===== src/rtl/mux2x32_rr_arbiter.sv =====
// Two-source valid/ready arbiter feeding a single-entry registered output stage.
// Round-robin or fixed-priority grant, with saturating per-source beat counters.
module mux2x32_rr_arbiter #(
  parameter int WIDTH   = 32,
  parameter bit FAIR    = 1'b1,
  parameter int COUNT_W = 16
) (
  input  logic               clk,
  input  logic               reset_n,
  input  logic [WIDTH-1:0]   a0_data,
  input  logic               a0_valid,
  output logic               a0_ready,
  input  logic [WIDTH-1:0]   a1_data,
  input  logic               a1_valid,
  output logic               a1_ready,
  output logic [WIDTH-1:0]   y_data,
  output logic               y_valid,
  input  logic               y_ready,
  output logic               selection,
  output logic [COUNT_W-1:0] cnt0,
  output logic [COUNT_W-1:0] cnt1
);

  logic load_en;
  logic grant;
  logic accept;
  logic last_p0;

  function automatic logic [COUNT_W-1:0] sat_inc(input logic [COUNT_W-1:0] c);
    return (&c) ? c : c + COUNT_W'(1);
  endfunction

  always_comb begin
    load_en = ~y_valid | y_ready;
    if (a0_valid && a1_valid)
      grant = FAIR ? ~last_p0 : 1'b0;
    else
      grant = a1_valid;
    // Readies are forced low while reset is being sampled.
    a0_ready = reset_n & load_en & a0_valid & ~grant;
    a1_ready = reset_n & load_en & a1_valid & grant;
    accept   = a0_ready | a1_ready;
  end

  // Output stage: capture the granted word, or drain when nothing is offered.
  always_ff @(posedge clk) begin
    if (!reset_n) begin
      y_valid   <= 1'b0;
      y_data    <= '0;
      selection <= 1'b0;
      last_p0   <= 1'b1;
      cnt0      <= '0;
      cnt1      <= '0;
    end else if (load_en) begin
      if (accept) begin
        y_data    <= grant ? a1_data : a0_data;
        selection <= grant;
        y_valid   <= 1'b1;
        last_p0   <= grant;
        if (grant) cnt1 <= sat_inc(cnt1);
        else       cnt0 <= sat_inc(cnt0);
      end else begin
        y_valid <= 1'b0;
      end
    end
  end

endmodule


===== config.mk =====
export PLATFORM = sky130hd
export DESIGN_NAME = mux2x32_rr_arbiter
export DESIGN_NICKNAME = d
export VERILOG_FILES = /design/src/rtl/mux2x32_rr_arbiter.sv
export SDC_FILE = /design/constraint.sdc
export NUM_CORES = 1
export LEC_CHECK = 0
export BUFFER_PORTS_ARGS = -buffer_cell sky130_fd_sc_hd__buf_2
export CAP_MARGIN = 20
export CORE_UTILIZATION = 43
export CTS_CLUSTER_SIZE = 14
export DETAILED_ROUTE_END_ITERATION = 16
export GPL_TIMING_DRIVEN = 0
export PLACE_DENSITY = 0.77
export SLEW_MARGIN = 20
export SYNTH_ARGS = -nofsm -noshare
export SYNTH_HDL_FRONTEND = slang
export SYNTH_SLANG_ARGS = --single-unit
export TNS_END_PERCENT = 100

===== constraint.sdc =====
create_clock -name clk -period 1.5 [get_ports clk]
set_input_delay 0.15 -clock clk [delete_from_list [all_inputs] [get_ports clk]]
set_output_delay 0.15 -clock clk [all_outputs]
set_load 0.05 [all_outputs]

==> metrics.yaml, run 1 <==
outcome: "finished with violations"
violations: "negative setup slack"
min_delay_path_depth: 3
start_kind: "flop"
grt_pass1_vias: 2931
nets: 595
cp_slowest_cell: "dfxtp_4"
yosys.area.top_type: "dfxtp_1"
ys_types: 44
area_delta_synth_final_pct: 52.06
rr_endpoint: "cnt1[5]$_SDFFE_PN0P_"
grt_max_degree: 12
cpPeakStageDelay_ns: 0.37
globalRoute.busiestLayer: "met2"
synthSimpleGateAreaFrac_pct: 25.63
diodes: 0
insertion_delay_ns: 0.34
num_io_pins: 137
power_switching_mw: 1.378
path_delay_family: "simple AND/OR/NAND/NOR gates"
cap_violations: 0
crit_path_end_kind: "flop"
power-per-cell-area_nw_per_um2: 868.5
worst_slack_ns: -0.08465
period_share_pct: 105.6
dr.first_iter.drc_count: 97
yosys_warnings: 0
synth_top_family_by_area: "simple AND/OR/NAND/NOR gates"
cts_sinks: 67
power.total_mw: 4.171
fillers: 543
synth.net_count: 416
viasPerCell: 5.222
yosys-top-cells-area: "dfxtp_1 (42%), mux2i_1 (13%), nand3_1 (7.4%)"
hold_buffers: 0
yosys.area_share.adder_pct: 0.7924
netlist_area_um2: 3158
holdWs_ns: 0.07551
drtAntennaViolNets: 0
synthTopCellsByCount: "dfxtp_1 (67), nand3_1 (47), mux2i_1 (42)"
seq_area_frac_synth_pct: 42.47
yosysMostFrequentCell: "dfxtp_1"
stdcell_count: 625
max_freq_mhz: 631.1
arrival_ns: 1.80
ff2ff_setup_slack_ns: -0.08
r2r.worst_path.cells: 6
p_sw_share_pct: 33.05
dieWidth_um: 87.70
p_clk_share_pct: 31.3
cp.buffers_inverters: 1
tightest_slew_ns: 0.6153
cts_tree: "built"
pre_cts_ws_ns: -0.2337
drive_above_1_share_pct: 51.04
async_flop_share_pct: 0
grt_use_met3_pct: 4.430
regArea_um2: 1451
power_frac_seq_pct: 45.6
synth.area.mux_share_pct: 13.31
power.internal_mw: 2.792
use_met1_pct: 27.60
slew_viol_final: 0
path_max_fanout: 4
wl_per_cell_um: 14.95
combPwrFrac_pct: 23.1
grt_usage_pct: 23.17
syn_area_per_cell_um2: 9.154
max-vdd-ir-drop_v: 0.0005222
skew_ns: 0.007294
antenna_found_initial: 0
cts_inserted_buffers: 9
place_inst: 577
fin_crit_ns: 1.585
clk_root_buffer_cell: "clkbuf_8"
crit_required_ns: 1.71
htreeDepth: 3
synth_xor_area_share_pct: 4.715
min_to: "y_data[21]$_SDFFE_PN0P_"
multi_input_area_um2: 1936
cts.clk_slew.worst_paths_ns: 0.07
min_path_type: "in2reg"
critPathKind: "reg2reg"
clock_path_buffers: 2
core_area_um2: 6944
slew_headroom_pct: 58.98
initial_core_util_pct: 45.48
drc: 0
reg2reg_from: "cnt1[6]$_SDFFE_PN0P_"
synth-main-ff-cell: "dfxtp_1"
path_cells: "and4_4 -> nor4b_4 -> buf_4 -> a211oi_2 -> xnor2_1 -> nor2_1"
routed_wirelength_mm: 9.341
power.leakage_nw: 2.145
setup_viol: 9
synth_top_area_share_pct: 42.47
grt_pass1_wl_mm: 13.59
grt_use_met2_pct: 40.10
worstHoldStart: "a0_data[21]"
synth_seq_cells: 67
postSynthCellCount: 345
finalHoldViolCount: 0
rsz0062_at_grt: "true"
fp.dieH_um: 87.70
drtPass1Iterations: 4
fin_tns_setup_ns: -0.2776
synth_edf_count: 0
globalplace.congestion: 0.8600
gr-total-overflow: 0
synth-compound-area-share_pct: 9.271
dr_total_vias: 3264
row_count: 30
hpwl_mm: 6.326
die-area_um2: 7691
port_buffers: 136
metrics by stage:
step / cell area, µm² / utilization [%]
2_1_floorplan: 3357 / -
3_3_place_gp: 4158 / 59.87
3_5_place_dp: 4158 / 59.87
4_1_cts: 4504 / 64.86
5_1_grt: 4802 / 69.15
6_report: 4802 / 69.15
logic make-up after synthesis:
group / Yosys count
flip-flops: 67
adder cells (fa/ha/maj): 2
multiplexers: 42
buffers and inverters: 29
AO/OA/AOI/OAI: 47
AND/OR/NAND/NOR: 141
XOR/XNOR: 17
cells in the final DEF (no fill, tap or decap), types with 17 or more instances in the layout:
cell type	count
nand3_1	45
mux2i_1	40
buf_2	136
xnor2_1	17
dfxtp_4	27
nand2_1	24
nor2_1	22
buf_4	30
o21ai_0	34
dfxtp_1	33
final cells by class:
type,instances,area share (%)
multi-input cells,249,40.31
flip-flops and latches,67,30.22
repair buffers,169,20.27
clock buffers,13,3.101
plain buffers,20,2.553
well taps,96,2.501
inverters,8,0.7295
clock inverters,3,0.3127
worst max path at each step:
| stage | startpoint | end | depth (start not counted) |
|---|---|---|---|
| 2_1_floorplan | cnt1[1]$_SDFFE_PN0P_ | cnt1[15]$_SDFFE_PN0P_ | 7 |
| 3_3_place_gp | cnt1[6]$_SDFFE_PN0P_ | cnt1[0]$_SDFFE_PN0P_ | 5 |
| 3_5_place_dp | reset_n | y_data[30]$_SDFFE_PN0P_ | 6 |
| 4_1_cts | cnt0[8]$_SDFFE_PN0P_ | cnt0[14]$_SDFFE_PN0P_ | 6 |
| 5_1_grt | cnt1[6]$_SDFFE_PN0P_ | cnt1[5]$_SDFFE_PN0P_ | 6 |
| 6_report | cnt1[6]$_SDFFE_PN0P_ | cnt1[5]$_SDFFE_PN0P_ | 6 |
timing repair:
action / 4_1_cts / 5_1_grt
resized for setup: 26 / 31
endpoints found under the setup margin: 63 / 62
pin swaps: 10 / 13
cloned: 0 / 1
buffers inserted: 14 / 18
power by group through the flow:
| stage | clock network, mW | logic [mW] | registers, mW |
|---|---|---|---|
| final | 1.31 | 0.964 | 1.90 |
| after global routing | 1.41 | 1.02 | 1.91 |
| after CTS | 1.32 | 0.898 | 1.90 |
| after detailed placement | 0 | 0.869 | 1.94 |
| after global placement | 0 | 0.856 | 1.94 |
| after floorplan | 0 | 0.257 | 2.29 |
flip-flops by register name, indices dropped and copies added, names as in the netlist:
name,flops
cnt1,16
cnt0,16
y_valid,1
y_data,32
selection,1
last_p0,1
worst reg2reg max path: stages, from the launching register on:
cell and delay [ns]:
dfxtp_4 0.37, and4_4 0.25, nor4b_4 0.30, buf_4 0.19
a211oi_2 0.09, xnor2_1 0.20, nor2_1 0.06
routing by layer:
metal | vias up | share of wire (%) | routed length (µm)
li1 | 1597 | - | -
met4 | 0 | 2.0 | 184
met3 | 16 | 5.5 | 510
met5 | - | 0 | 0
met2 | 133 | 51 | 4760
met1 | 1518 | 42 | 3885
(Power assumes the default switching activity.)
==> inputs of run 2 (changes only) <==
--- a/config.mk
+++ b/config.mk
@@ -7,11 +7,11 @@
 export LEC_CHECK = 0
 export BUFFER_PORTS_ARGS = -buffer_cell sky130_fd_sc_hd__buf_2
 export CAP_MARGIN = 20
-export CORE_UTILIZATION = 43
+export CORE_UTILIZATION = 51
 export CTS_CLUSTER_SIZE = 14
 export DETAILED_ROUTE_END_ITERATION = 16
 export GPL_TIMING_DRIVEN = 0
-export PLACE_DENSITY = 0.77
+export PLACE_DENSITY = 0.86
 export SLEW_MARGIN = 20
 export SYNTH_ARGS = -nofsm -noshare
 export SYNTH_HDL_FRONTEND = slang
==> constraint.sdc (replaced) <==
create_clock -name clk -period 1.9 [get_ports clk]
set_input_delay 0.19 -clock clk [delete_from_list [all_inputs] [get_ports clk]]
set_output_delay 0.19 -clock clk [all_outputs]
set_load 0.05 [all_outputs]
==> metrics.yaml, run 2 (synthesis gave the netlist of run 1 again) <==
fillers: 504
antenna_found_initial: 0
max_freq_mhz: 558.3
holdWs_ns: 0.1323
wl_per_cell_um: 14.29
cap_violations: 0
hold_buffers: 0
cts_sinks: 67
crit_required_ns: 2.11
arrival_ns: 2.00
power.total_mw: 3.275
clk_root_buffer_cell: "clkbuf_8"
critPathKind: "reg2reg"
post_cts_resized: 0
num_io_pins: 137
worstHoldStart: "a0_data[20]"
port_buffers: 136
top_register: "y_data"
multi_input_area_um2: 1703
insertion_delay_ns: 0.33
final_common_cell: "buf_2"
power.leakage_nw: 1.911
crit_path_end_kind: "flop"
finalHoldViolCount: 0
drtPass1Iterations: 4
grt_usage_pct: 26.00
routed_wirelength_mm: 8.176
slew_headroom_pct: 63.43
period_share_pct: 94.27
reg2reg_from: "cnt1[0]$_SDFFE_PN0P_"
htreeDepth: 3
path_delay_family: "simple AND/OR/NAND/NOR gates"
gr-total-overflow: 0
fp.dieH_um: 80.69
largest_reg_flops: 32
cpPeakStageDelay_ns: 0.36
stdcell_count: 572
post-cts-setup-buffer-count: 0
regArea_um2: 1353
critPathLaunch: "cnt1[0]$_SDFFE_PN0P_"
drc: 0
grt_pass1_wl_mm: 12.85
power-per-cell-area_nw_per_um2: 794.0
hpwl_mm: 6.233
fin_crit_ns: 1.791
place_inst: 556
viasPerCell: 5.390
cp_slowest_cell: "or3b_1"
dr.first_iter.drc_count: 113
outcome: "finished, final reports clean"
max-vdd-ir-drop_v: 0.0004814
setup_viol: 0
rsz0062_at_grt: "false"
globalplace.congestion: 0.7866
row_count: 28
cts_tree: "built"
skew_ns: 0.008353
grt_pass1_vias: 2840
diodes: 0
drtAntennaViolNets: 0
path_max_fanout: 9
design_area_um2: 4125
cts.clk_slew.worst_paths_ns: 0.07
dr_total_vias: 3083
final_cell_mix: "buf_2 (142), dfxtp_1 (58), nand3_1 (47)"
top_regs: "y_data: 32 flops, cnt0: 16 flops, cnt1: 16 flops"
cts_inserted_buffers: 9
min_path_type: "in2reg"
drive_above_1_share_pct: 36.82
placed_cell_area_um2: 3944
start_kind: "flop"
initial_core_util_pct: 53.03
die-area_um2: 6511
core_area_um2: 5956
tightest_slew_ns: 0.5462
area_delta_synth_final_pct: 30.63
clock_path_buffers: 2
grt_max_degree: 11
slew_viol_final: 0
dieWidth_um: 80.69
path_cells: "ha_1 -> buf_2 -> nand2_1 -> or3b_1 -> nor4_1 -> xnor2_1 -> nor2_1"
cp.buffers_inverters: 1
fin_tns_setup_ns: 0
nets: 563
run 2: changes by cell type in the layout (fill, tap and decap cells not counted), sizes merged:
| cell | previous run | this run |
|---|---|---|
| buf | 176 | 146 |
| clkbuf | 26 | 25 |
| clkinv | 3 | 2 |
run 2: metrics by stage:
step,utilization (%),setup WS [ns]
floorplan,-,0.007822
CTS,69.12,0.03405
global route,69.26,0.0002571
global placement,66.22,0.07736
detailed placement,66.22,0.05451
finish,69.26,0.1090
run 2: per-layer routing:
metal	part of all wire [%]	GRT usage, %
met5	0	0
met4	1.1	10.00
met3	5.5	4.659
met2	52	47.29
met1	41	29.81
run 2: path summary, 6_finish.rpt:
check	end	slack, ns	cells after the start
setup / recovery	cnt1[15]$_SDFFE_PN0P_	0.11	7
hold / removal	y_data[20]$_SDFFE_PN0P_	0.13	3
setup reg to reg	cnt1[15]$_SDFFE_PN0P_	0.11	7
hold reg to reg	y_data[27]$_SDFFE_PN0P_	0.47	2
run 2: final cells by class:
type,count,share of cell area [%]
multi-input combinational,249,41.28
sequential,67,32.79
timing repair buffer,136,16.50
clock buffer,14,3.943
tap,75,2.275
buffer,21,2.244
inverter,8,0.7279
clock inverter,2,0.2426
run 2: power by group:
group	internal, mW	switching [mW]	total [mW]
sequential	1.49	0.0486	1.54
combinational	0.195	0.487	0.682
clock	0.543	0.515	1.06
run 2: worst reg2reg max path, stage by stage (launching register included):
cell and delay [ns]:
dfxtp_2 0.34, ha_1 0.20, buf_2 0.19, nand2_1 0.13, or3b_1 0.36, nor4_1 0.25
xnor2_1 0.16, nor2_1 0.05
